`src/rtl/mem_arb_pkg.sv`:
```
// Shared types for the instruction/data memory port arbiter: FSM states and bus size codes.
package mem_arb_pkg;

    typedef enum logic [2:0] {
        IDLE   = 3'd0,
        D_REQ  = 3'd1,
        D_WAIT = 3'd2,
        I_REQ  = 3'd3,
        I_WAIT = 3'd4
    } arbStateT;

    localparam logic [1:0] SIZE_BYTE = 2'd0;
    localparam logic [1:0] SIZE_HALF = 2'd1;
    localparam logic [1:0] SIZE_WORD = 2'd2;

endpackage

```
`src/rtl/wen_size_decode.sv`:
```
// Maps a 4-lane store byte-enable pattern to a bus transfer size and byte offset.
module wen_size_decode
    import mem_arb_pkg::*;
(
    input  logic [3:0] wen,
    output logic [1:0] size,
    output logic [1:0] offset
);

    always_comb begin
        size   = SIZE_WORD;
        offset = 2'b00;
        case (wen)
            4'b0001: begin size = SIZE_BYTE; offset = 2'b00; end
            4'b0010: begin size = SIZE_BYTE; offset = 2'b01; end
            4'b0100: begin size = SIZE_BYTE; offset = 2'b10; end
            4'b1000: begin size = SIZE_BYTE; offset = 2'b11; end
            4'b0011: begin size = SIZE_HALF; offset = 2'b00; end
            4'b1100: begin size = SIZE_HALF; offset = 2'b10; end
            // Full-word and malformed enable patterns both go out as an aligned word.
            default: begin size = SIZE_WORD; offset = 2'b00; end
        endcase
    end

endmodule

```
`src/rtl/mem_port_arbiter.sv`:
```
// Shares one sram-like bus master between the fetch and data ports, stalling the
// pipeline until every request enabled this pipeline cycle has completed.
module mem_port_arbiter
    import mem_arb_pkg::*;
#(
    parameter int ADDR_W = 32,
    parameter int DATA_W = 32
) (
    input  logic              clk,
    input  logic              rst,
    input  logic              inst_en,
    input  logic [ADDR_W-1:0] inst_addr,
    output logic [DATA_W-1:0] inst_rdata,
    input  logic              data_en,
    input  logic [3:0]        data_wen,
    input  logic [ADDR_W-1:0] data_addr,
    input  logic [DATA_W-1:0] data_wdata,
    output logic [DATA_W-1:0] data_rdata,
    input  logic              ext_stall,
    output logic              stall_o,
    output logic              bus_req,
    output logic              bus_wr,
    output logic [1:0]        bus_size,
    output logic [ADDR_W-1:0] bus_addr,
    output logic [DATA_W-1:0] bus_wdata,
    input  logic              bus_addr_ok,
    input  logic              bus_data_ok,
    input  logic [DATA_W-1:0] bus_rdata
);

    if (DATA_W != 32) begin : gDataWidthCheck
        $error("mem_port_arbiter: DATA_W must be 32 (4 byte lanes)");
    end

    localparam logic [ADDR_W-1:0] WORD_MASK = {{(ADDR_W-2){1'b1}}, 2'b00};

    arbStateT state;
    logic     instDone;
    logic     dataDone;
    logic     advance;
    logic     isStore;
    logic [1:0] decSize;
    logic [1:0] decOffset;

    wen_size_decode uWenDecode (
        .wen    (data_wen),
        .size   (decSize),
        .offset (decOffset)
    );

    assign stall_o = (inst_en & ~instDone) | (data_en & ~dataDone);
    assign advance = ~stall_o & ~ext_stall;
    assign isStore = |data_wen;

    always_ff @(posedge clk) begin
        if (!rst) begin
            state      <= IDLE;
            instDone   <= 1'b0;
            dataDone   <= 1'b0;
            inst_rdata <= '0;
            data_rdata <= '0;
            bus_req    <= 1'b0;
            bus_wr     <= 1'b0;
            bus_size   <= SIZE_BYTE;
            bus_addr   <= '0;
            bus_wdata  <= '0;
        end else begin
            if (advance) begin
                instDone <= 1'b0;
                dataDone <= 1'b0;
            end
            case (state)
                // New-cycle requests are only looked at one cycle after the advance edge.
                IDLE: if (!advance) begin
                    if (data_en && !dataDone) begin
                        state     <= D_REQ;
                        bus_req   <= 1'b1;
                        bus_wr    <= isStore;
                        bus_size  <= isStore ? decSize : SIZE_WORD;
                        bus_addr  <= (data_addr & WORD_MASK) |
                                     {{(ADDR_W-2){1'b0}}, (isStore ? decOffset : 2'b00)};
                        bus_wdata <= data_wdata;
                    end else if (inst_en && !instDone) begin
                        state    <= I_REQ;
                        bus_req  <= 1'b1;
                        bus_wr   <= 1'b0;
                        bus_size <= SIZE_WORD;
                        bus_addr <= inst_addr & WORD_MASK;
                    end
                end
                D_REQ, I_REQ: if (bus_addr_ok) begin
                    state   <= (state == D_REQ) ? D_WAIT : I_WAIT;
                    bus_req <= 1'b0;
                end
                D_WAIT: if (bus_data_ok) begin
                    // bus_wr still holds the direction of the outstanding data access.
                    if (!bus_wr) data_rdata <= bus_rdata;
                    dataDone <= 1'b1;
                    state    <= IDLE;
                end
                I_WAIT: if (bus_data_ok) begin
                    inst_rdata <= bus_rdata;
                    instDone   <= 1'b1;
                    state      <= IDLE;
                end
                default: state <= IDLE;
            endcase
        end
    end

endmodule
```
`config.mk`:
```
export PLATFORM = sky130hd
export DESIGN_NAME = mem_port_arbiter
export DESIGN_NICKNAME = d
export VERILOG_FILES = /design/src/rtl/mem_arb_pkg.sv /design/src/rtl/wen_size_decode.sv /design/src/rtl/mem_port_arbiter.sv
export SDC_FILE = /design/constraint.sdc
export NUM_CORES = 1
export LEC_CHECK = 0
export BUFFER_PORTS_ARGS = -buffer_cell sky130_fd_sc_hd__buf_2
export CORE_ASPECT_RATIO = 0.5
export CORE_UTILIZATION = 50
export CTS_BUF_LIST = sky130_fd_sc_hd__clkbuf_8
export DETAILED_ROUTE_END_ITERATION = 8
export PLACE_DENSITY_LB_ADDON = 0.1
export SETUP_SLACK_MARGIN = 0.1
export SKIP_LAST_GASP = 1
export SLEW_MARGIN = 20
export SYNTH_ARGS = -nofsm -noshare
export SYNTH_HDL_FRONTEND = slang
export SYNTH_SLANG_ARGS = --single-unit
```
`constraint.sdc`:
```
create_clock -name clk -period 3 [get_ports clk]
set_input_delay 0.15 -clock clk [delete_from_list [all_inputs] [get_ports clk]]
set_output_delay 0.15 -clock clk [all_outputs]
set_load 0.02 [all_outputs]
```
==> summary.txt <==
STA
  – Final hold viol count: 0
  – Actual slew at the worst max-slew pin: 0.809 ns
  – Tcrit/Tclk final: 86.7%
  – Max-slew violations: 0
  – Final setup TNS: 0 ns
  – Maximum clock frequency: 384 MHz
  – Final Critical Period: 2.60 ns
  – RSZ-0062 raised after global routing: false
  – Relative slew slack: 45.9%
  – Setup-failing EPs final: 0
  – Setup Skew: 0.0204 ns

Min path
  – Worst hold path type: in -> reg

Run status
  – Status: completed

Place
  – Placed cell count: 1015
  – IO Port Bufs: 267
  – Hpwl dp: 9870 µm
  – GPL Wtd Cong: 0.840
  – Placed cell areas: 6530 µm²

Synthesis
  – Combinational family with the most area after synthesis: simple AND/OR/NAND/NOR gates
  – Async S/R FF share, synth: 0%
  – XOR/XNOR Fraction of Synth Area: 0.679%
  – Post-synth EDFFs: 0
  – Ys flop type: dfxtp_1
  – Synth unique cells: 34
  – Synth warn: 0
  – Simple-Gate Fraction of Synth Area: 23.8%
  – Syn_nets: 794
  – Post-synthesis compound-gate area fraction: 17.2%
  – Synth Area in Adders: 0%
  – Post-synthesis mux area share: 0%
  – Mapped Cells: 655
  – Syn Area/Cell: 7.88 µm²
  – Synthesized cell area: 5160 µm²
  – Flops & latches, synth: 137
  – Seq/Total Area, Yosys: 53.2%

Drt
  – Pre-Repair DR Iteration Count: 5
  – DRT Wirelength: 18200 µm
  – DRC: 0
  – Avg Vias per Cell: 5.16
  – WL per Instance: 15.5 µm
  – Vias: 6038
  – Detailed Route Iter0 Violations: 310
  – Antenna-violating nets left: 0

Final layout
  – Final net count: 1163
  – Multi-input logic area: 2160 µm²
  – Commonest non-fill, non-tap cell in the layout: buf_2
  – Area Overhead vs Synth: 58.9%
  – Fillers: 569
  – Most frequent cells in the layout: buf_2 (267), nand2_1 (258), dfxtp_1 (137)
  – Ant diodes: 0
  – Design area: 8200 µm²
  – FF/Latch Area: 2740 µm²
  – Ratio of cells with drive above 1 in the final layout: 30.1%
  – Non-filler cells, final: 1170

Global routing
  – Grt total ovfl: 0
  – Largest net degree at the start of global routing: 75
  – First-pass GRT wire length: 28200 µm
  – GRT Util Overall: 33.7%
  – Vias in the first global route: 5836
  – Initial antenna violation count: 0

Setup path
  – CP Class: reg -> reg
  – Kind of end point of the critical path: flop
  – Worst setup SP type: flop
  – Required @ worst endpoint: 3.36 ns
  – CP Data Arrival Time: 2.96 ns
  – Maximum net fanout on the critical path: 62

Power
  – Peak VDD IR: 0.000410 V
  – Tot Pwr: 5.00 mW
  – Leakage power figure: 3.78 nW
  – Cell area power density: 610 nW/µm²

Clocking
  – CTS tree: yes
  – CTS H-tree depth: 4
  – Root buf cell: clkbuf_8
  – Clock transition at path regs: 0.08 ns
  – Hold Buf Count CTS: 124
  – Post-CTS setup buffers: 0
  – PostCTS Resize Cnt: 0
  – Clk buf depth: 2
  – Sink Count: 137
  – Clk_lat worst skew: 0.43 ns
  – TritonCTS Buffers: 17

Die
  – Row cnt: 25
  – Ports: 272
  – Core Region: 9730 µm²
  – Die Wd: 146 µm
  – Total die area: 10800 µm²
  – Initial core utilization: 53.0%
  – Die Y: 73.8 µm

Job
  – Max-Cap Viols: 0
[stage by stage]
step	hold WS (ns)	utilization [%]	setup slack (ns)
6_report	0.0291	84.3	0.398
5_1_grt	0.0177	84.3	0.267
4_1_cts	0.000425	84.2	0.545
3_5_place_dp	0.396	67.1	1.02
3_3_place_gp	0.390	67.1	1.06
2_1_floorplan	0.269	-	1.54
[area by class of cell]
type | instances | area share [%]
multi-input combinational | 463 | 26.4
clock inverter | 12 | 2.14
inverter | 3 | 0.168
tap | 135 | 2.06
clock buffer | 18 | 3.02
sequential | 137 | 33.5
timing repair buffer | 402 | 32.8
[routing by layer]
| layer | up-vias | share of wire (%) | GRT usage, % |
|---|---|---|---|
| met5 | - | 0 | 0 |
| met4 | 0 | 2.9 | 15.9 |
| met3 | 50 | 6.7 | 9.75 |
| met1 | 2824 | 38 | 36.2 |
| met2 | 252 | 52 | 63.0 |
| li1 | 2912 | - | - |
[worst max-delay path: stages, from the launching register on]
cell           delay (ns)
dfxtp_1              0.46
nor3_4               0.32
a21boi_4             0.20
buf_4                0.51
nor2_1               0.14
a311oi_1             0.29
dlygate4sd3_1        0.61
[where the power goes]
group          total [mW]  switching (mW)  leakage, nW  internal (mW)
Sequential           2.10           0.109         1.12           1.99
Combinational        1.26           0.734         2.46          0.525
Clock                1.64           0.721        0.207          0.919
Total                5.00            1.56         3.78           3.43
[Yosys cell counts, drive strengths merged, types with 2 or more instances]
cell | number | area share, %
nor2 | 35 | 2.5
clkbuf | 27 | 2.0
a21oi | 104 | 10
a22oi | 2 | 0.29
nand2 | 258 | 19
nor3 | 2 | 0.41
or4 | 2 | 0.29
buf | 25 | 2.9
o21ai | 5 | 0.49
dfxtp | 137 | 53
nor2b | 2 | 0.24
inv | 3 | 0.22
xnor2 | 3 | 0.51
a311oi | 31 | 5.3
nand3 | 2 | 0.19
nand2b | 2 | 0.24
and3 | 3 | 0.36
[state kept, by name, summed over array words and instances (netlist names)]
| register | count |
|---|---|
| bus_addr | 32 |
| bus_req | 1 |
| bus_size | 2 |
| bus_wdata | 32 |
| bus_wr | 1 |
| dataDone | 1 |
| data_rdata | 32 |
| instDone | 1 |
| inst_rdata | 32 |
| state | 3 |
[worst paths after layout]
kind | slack, ns | start | to | cells past startpoint
max | 0.40 | state[2] | bus_addr[26] | 6
min | 0.03 | data_addr[2] | bus_addr[2] | 3
max reg2reg | 0.40 | state[2] | bus_addr[26] | 6
min reg2reg | 0.45 | inst_rdata[7] | inst_rdata[7] | 2
[kinds of logic (layout without fill, tap and decap cells)]
| family | count (synthesis) | after routing |
|---|---|---|
| XOR/XNOR | 4 | 4 |
| flip-flops | 137 | 137 |
| AND/OR/NAND/NOR | 311 | 311 |
| AO/OA/AOI/OAI | 148 | 148 |
| buffers and inverters | 55 | 435 |
No activity file was read; power rests on OpenSTA's default activity.
